## src/rtl/mem_io_bridge.sv

```systemverilog
// mem_io_bridge
//   Memory-mapped I/O bridge between a simple 16-bit processor bus and a
//   synchronous data RAM, the board LEDs/switches, and a prescaled 16-bit
//   timer. Reads return data one cycle after the address is presented.
//
//   Region map (addr[15:12]):
//     0x0 RAM | 0x1 LED | 0x3 SW | 0x4 TCOUNT | 0x5 TCTRL | others unmapped
//
// Ports
//   Clock        system clock, rising edge
//   Resetn       asynchronous active-low reset
//   addr         processor address
//   dout         processor write data
//   w            one-cycle write strobe
//   DATA         read data to the processor bus mux
//   ram_address  RAM address (truncated addr)
//   ram_data     RAM write data
//   ram_wren     RAM write enable
//   ram_q        RAM read data, one cycle after ram_address
//   SW           asynchronous board switches
//   LEDR         board LEDs
module mem_io_bridge #(
  parameter int RAM_AW   = 8,
  parameter int PRESCALE = 50000
) (
  input  logic              Clock,
  input  logic              Resetn,
  input  logic [15:0]       addr,
  input  logic [15:0]       dout,
  input  logic              w,
  output logic [15:0]       DATA,
  output logic [RAM_AW-1:0] ram_address,
  output logic [15:0]       ram_data,
  output logic              ram_wren,
  input  logic [15:0]       ram_q,
  input  logic [9:0]        SW,
  output logic [9:0]        LEDR
);

  typedef enum logic [2:0] {
    SEL_UNMAP,
    SEL_RAM,
    SEL_LED,
    SEL_SW,
    SEL_TCOUNT,
    SEL_TCTRL
  } sel_e;

  localparam logic [15:0] PRE_LAST = 16'(PRESCALE - 1);

  sel_e        region;
  sel_e        sel_q;
  logic [9:0]  led_q, led_d;
  logic [9:0]  sw_meta_q, sw_sync_q;
  logic [15:0] count_q, count_d;
  logic [15:0] pre_q, pre_d;
  logic        run_q, run_d;
  logic        wr_tcount, wr_tctrl;

  always_comb begin
    case (addr[15:12])
      4'h0:    region = SEL_RAM;
      4'h1:    region = SEL_LED;
      4'h3:    region = SEL_SW;
      4'h4:    region = SEL_TCOUNT;
      4'h5:    region = SEL_TCTRL;
      default: region = SEL_UNMAP;
    endcase
  end

  assign ram_address = addr[RAM_AW-1:0];
  assign ram_data    = dout;
  // Gated by Resetn so a stray strobe during reset cannot corrupt the RAM.
  assign ram_wren    = w & Resetn & (region == SEL_RAM);

  assign wr_tcount = w & (region == SEL_TCOUNT);
  assign wr_tctrl  = w & (region == SEL_TCTRL);

  always_comb begin
    led_d = led_q;
    if (w && region == SEL_LED) begin
      led_d = dout[9:0];
    end
  end

  // Any timer write suppresses that cycle's tick; a TCTRL clear wins over
  // everything, then a TCOUNT load, then the prescaled increment.
  always_comb begin
    count_d = count_q;
    pre_d   = pre_q;
    run_d   = run_q;
    if (wr_tctrl) begin
      run_d = dout[0];
      if (dout[1]) begin
        count_d = '0;
        pre_d   = '0;
      end
    end else if (wr_tcount) begin
      count_d = dout;
      pre_d   = '0;
    end else if (run_q) begin
      if (pre_q == PRE_LAST) begin
        pre_d   = '0;
        count_d = count_q + 16'd1;
      end else begin
        pre_d = pre_q + 16'd1;
      end
    end
  end

  always_ff @(posedge Clock or negedge Resetn) begin
    if (!Resetn) begin
      sel_q     <= SEL_UNMAP;
      led_q     <= '0;
      sw_meta_q <= '0;
      sw_sync_q <= '0;
      count_q   <= '0;
      pre_q     <= '0;
      run_q     <= 1'b0;
    end else begin
      sel_q     <= region;
      led_q     <= led_d;
      sw_meta_q <= SW;
      sw_sync_q <= sw_meta_q;
      count_q   <= count_d;
      pre_q     <= pre_d;
      run_q     <= run_d;
    end
  end

  always_comb begin
    case (sel_q)
      SEL_RAM:    DATA = ram_q;
      SEL_LED:    DATA = {6'b0, led_q};
      SEL_SW:     DATA = {6'b0, sw_sync_q};
      SEL_TCOUNT: DATA = count_q;
      SEL_TCTRL:  DATA = {15'b0, run_q};
      default:    DATA = 16'h0000;
    endcase
  end

  assign LEDR = led_q;

endmodule

```

## config.mk

```make
export PLATFORM = sky130hd
export DESIGN_NAME = mem_io_bridge
export DESIGN_NICKNAME = d
export VERILOG_FILES = /design/src/rtl/mem_io_bridge.sv
export SDC_FILE = /design/constraint.sdc
export NUM_CORES = 1
export LEC_CHECK = 0
export ABC_AREA = 1
export BUFFER_PORTS_ARGS = -buffer_cell sky130_fd_sc_hd__buf_2
export CAP_MARGIN = 30
export CORE_MARGIN = 3
export CORE_UTILIZATION = 55
export CTS_BUF_LIST = sky130_fd_sc_hd__clkbuf_8
export CTS_CLUSTER_DIAMETER = 30
export DETAILED_ROUTE_END_ITERATION = 16
export MAX_ROUTING_LAYER = met4
export PLACE_DENSITY = 0.84
export SLEW_MARGIN = 20
export SYNTH_ARGS = -nofsm -noshare
export SYNTH_HDL_FRONTEND = slang
export SYNTH_SLANG_ARGS = --single-unit
```

## constraint.sdc

```tcl
create_clock -name Clock -period 3.2 [get_ports Clock]
set_input_delay 0.64 -clock Clock [delete_from_list [all_inputs] [get_ports Clock]]
set_output_delay 0.64 -clock Clock [all_outputs]
set_load 0.02 [all_outputs]
```

==> results.yml <==
status:
  status: "finished clean"
cts:
  postCtsHoldBufs: 0
  root_buffer: "clkbuf_8"
  clk_path_buf_depth: 2
  clkTransAtPathRegs_ns: 0.08
  cts_buffers: 9
  clk_latency_ns: 0.35
  cts_resized: 0
  cts_tree: "done"
  cts-htree-levels: 3
  cts_sinks: 66
  postCtsSetupBuffers: 0
logic_synthesis:
  synth.top_cell.area_share_pct: 43.2
  avgSynthCellArea_um2: 7.59
  yosysWarnings: 0
  syn_inst: 503
  ys_ff_latch: 66
  synth_top_cell_by_area: "dfrtp_1"
  syn_area_mm2: 0.00382
  synth.distinct_cells: 39
  syn_nets: 566
  synth_area_leaders: "dfrtp_1 (43%), nand2_1 (16%), nor2_1 (5.0%), nand3_1 (5.0%), buf_4 (4.9%)"
  synth_seq_area_share_pct: 43.2
worst_setup_path:
  max_stage_delay_ns: 0.44
  worst-r2r-cell-count: 9
  path_buf_inv: 2
  r2r-start: "pre_q[0]"
  worst_setup_path_end_kind: "primary output"
  crit_fanout: 16
  crit_family: "buffers and inverters"
  r2r_slack_ns: 1.30
  cp_cell_sequence: "nor2_1 > nand2_1 > inv_1 > nand2_1 > o2111ai_1 > buf_2"
  startpoint: "sel_q[1]"
  critPathSlowestCell: "inv_1"
  start_kind: "flop"
  criticalPathCategory: "flop to primary output"
  r2r-end: "count_q[10]"
  worst_ep_arrival_time_ns: 1.91
  critPathRequiredTime_ns: 2.56
  cpMostUsedCell: "nand2_1"
routing:
  wl_um: 9330
  first_pass_iters: 5
  avgRoutedWirePerCell_um: 14.2
  vias_per_cell: 5.45
  vias: 3572
  antenna_left: 0
  drc: 0
  drtIter0Drc: 206
placed_design:
  hpwl_um: 6720
  finalWeightedCongestion: 0.858
  pre_cts_ws_ns: 1.03
  portBuffers: 91
job:
  maxCapViolations: 0
cells_and_area:
  multi_input_area_mm2: 0.00172
  syn_to_final_growth_pct: 13.1
  fill_cells: 550
  num-nets-final: 637
  diodes: 0
  regArea_mm2: 0.00165
  layout-drive-gt1-share_pct: 24.0
timing:
  finalSetupTns_ns: 0
  max_slew_margin_pct: 45.0
  setup_slack_ns: 0.646
  fin_skew_ns: 0.00662
  finalCritPeriodShare_pct: 79.8
  rsz0062_at_grt: "false"
  setup_viol: 0
  fmax_mhz: 392
  final_max_slew_viol_count: 0
  fin_crit_ns: 2.55
  hold_viol_final: 0
  tightest_slew_ns: 0.825
global_routing:
  track_usage_pct: 26.3
  gr-total-overflow: 0
  grt_pass1_vias: 3490
  antenna_found_initial: 0
  grt_max_degree: 67
  grt_pass1_wl_um: 15600
min_path:
  holdPathEnd: "sw_sync_q[5]"
  hp-start: "sw_meta_q[5]"
  hold_path.class: "flop to flop"
  whs_path_depth: 0
pwr:
  powerDensity_mw_per_mm2: 558
  peakVddDrop_mv: 0.352
  p_leak_nw: 2.22
  power.internal_mw: 1.51
  p_switching_uw: 906
  seq_power_share_pct: 47.1
  pwr-share-comb_pct: 26.6
  power.total_mw: 2.41
  pwr-share-clk_pct: 26.3
  p_sw_share_pct: 37.6
die:
  die_x_um: 89.3
  dieArea_mm2: 0.00798
  io_pins: 112
  std_cell_rows: 29
  coreArea_mm2: 0.00653
  start_util_pct: 58.5
  die_h_um: 89.3
## cells in the mapped netlist (all sizes together)
cell type / instances
a32oi: 1
xor2: 3
nor3: 5
ha: 2
a21oi: 6
nand2: 168
a31oi: 1
or2: 4
nor3b: 2
o22ai: 1
o2111ai: 6
inv: 49
clkinv: 1
dfrtp: 66
a22oi: 1
mux2: 6
o21ai: 36
o21bai: 2
nor2: 55
nand3: 41
clkbuf: 4
a21boi: 1
buf: 30
nand4: 12
## logic make-up after synthesis
group           Yosys count  synth area share [%]
mux                       6                  1.77
xor+xnor                  3                 0.688
compound gates           55                  8.61
buf+inv                  84                  11.6
flops                    66                  43.2
simple gates            287                  33.4
fa+ha+maj                 2                 0.655
## state kept, by name, summed over array words and instances (netlist names)
register and flops:
LEDR 10, count_q 16, sw_meta_q 10, sw_sync_q 10
pre_q 16, sel_q 3, run_q 1
## placed cells by master (no fill, tap or decap), drive strengths merged, types with 6 or more instances in the layout
| master | instances |
|---|---|
| nand2 | 168 |
| a21oi | 6 |
| nand3 | 41 |
| o21ai | 36 |
| nor2 | 55 |
| nand4 | 12 |
| clkbuf | 9 |
| dfrtp | 66 |
| mux2 | 6 |
| buf | 94 |
| inv | 50 |
| o2111ai | 6 |
## layer usage
layer | track usage (%) | routed length [µm] | vias to the layer above
met5 | - | 0 | -
met4 | 11.6 | 237 | 0
met3 | 5.71 | 886 | 27
met2 | 43.5 | 4460 | 157
met1 | 30.8 | 3750 | 1647
li1 | - | - | 1741
## metrics by stage
stage	utilization, %	std cells	hold slack, ns	cell area [µm²]
6_report	66.1	656	0.349	4320
5_1_grt	66.1	656	0.357	4320
4_1_cts	66.1	656	0.353	4320
3_5_place_dp	63.4	640	0.335	4140
3_3_place_gp	63.4	640	0.332	4140
2_1_floorplan	-	503	0.331	3820
## worst max-delay path by stage
stage                     endpoint  slack, ns  cells after the start
final                      DATA[6]       0.65                      6
after global routing       DATA[6]       0.50                      7
after global placement     DATA[0]       1.11                      5
after floorplan           DATA[10]       1.02                      4
after detailed placement   DATA[6]       1.03                      6
after CTS                  DATA[6]       0.65                      6
## area by class of cell
cell class	count	area share (%)
clock buffer	9	2.87
clock inverter	7	1.27
inverter	50	4.40
multi-input combinational	353	39.9
sequential	66	38.2
tap	77	2.23
timing repair buffer	94	11.1
## power by group through the flow
stage	registers, mW	logic (mW)	clock network (mW)
after global placement	1.14	0.609	0
after floorplan	1.15	0.453	0
after detailed placement	1.15	0.638	0
final	1.14	0.641	0.635
after global routing	1.16	0.728	0.679
after CTS	1.13	0.642	0.643
Note: power is estimated with default switching activity, not from simulation.
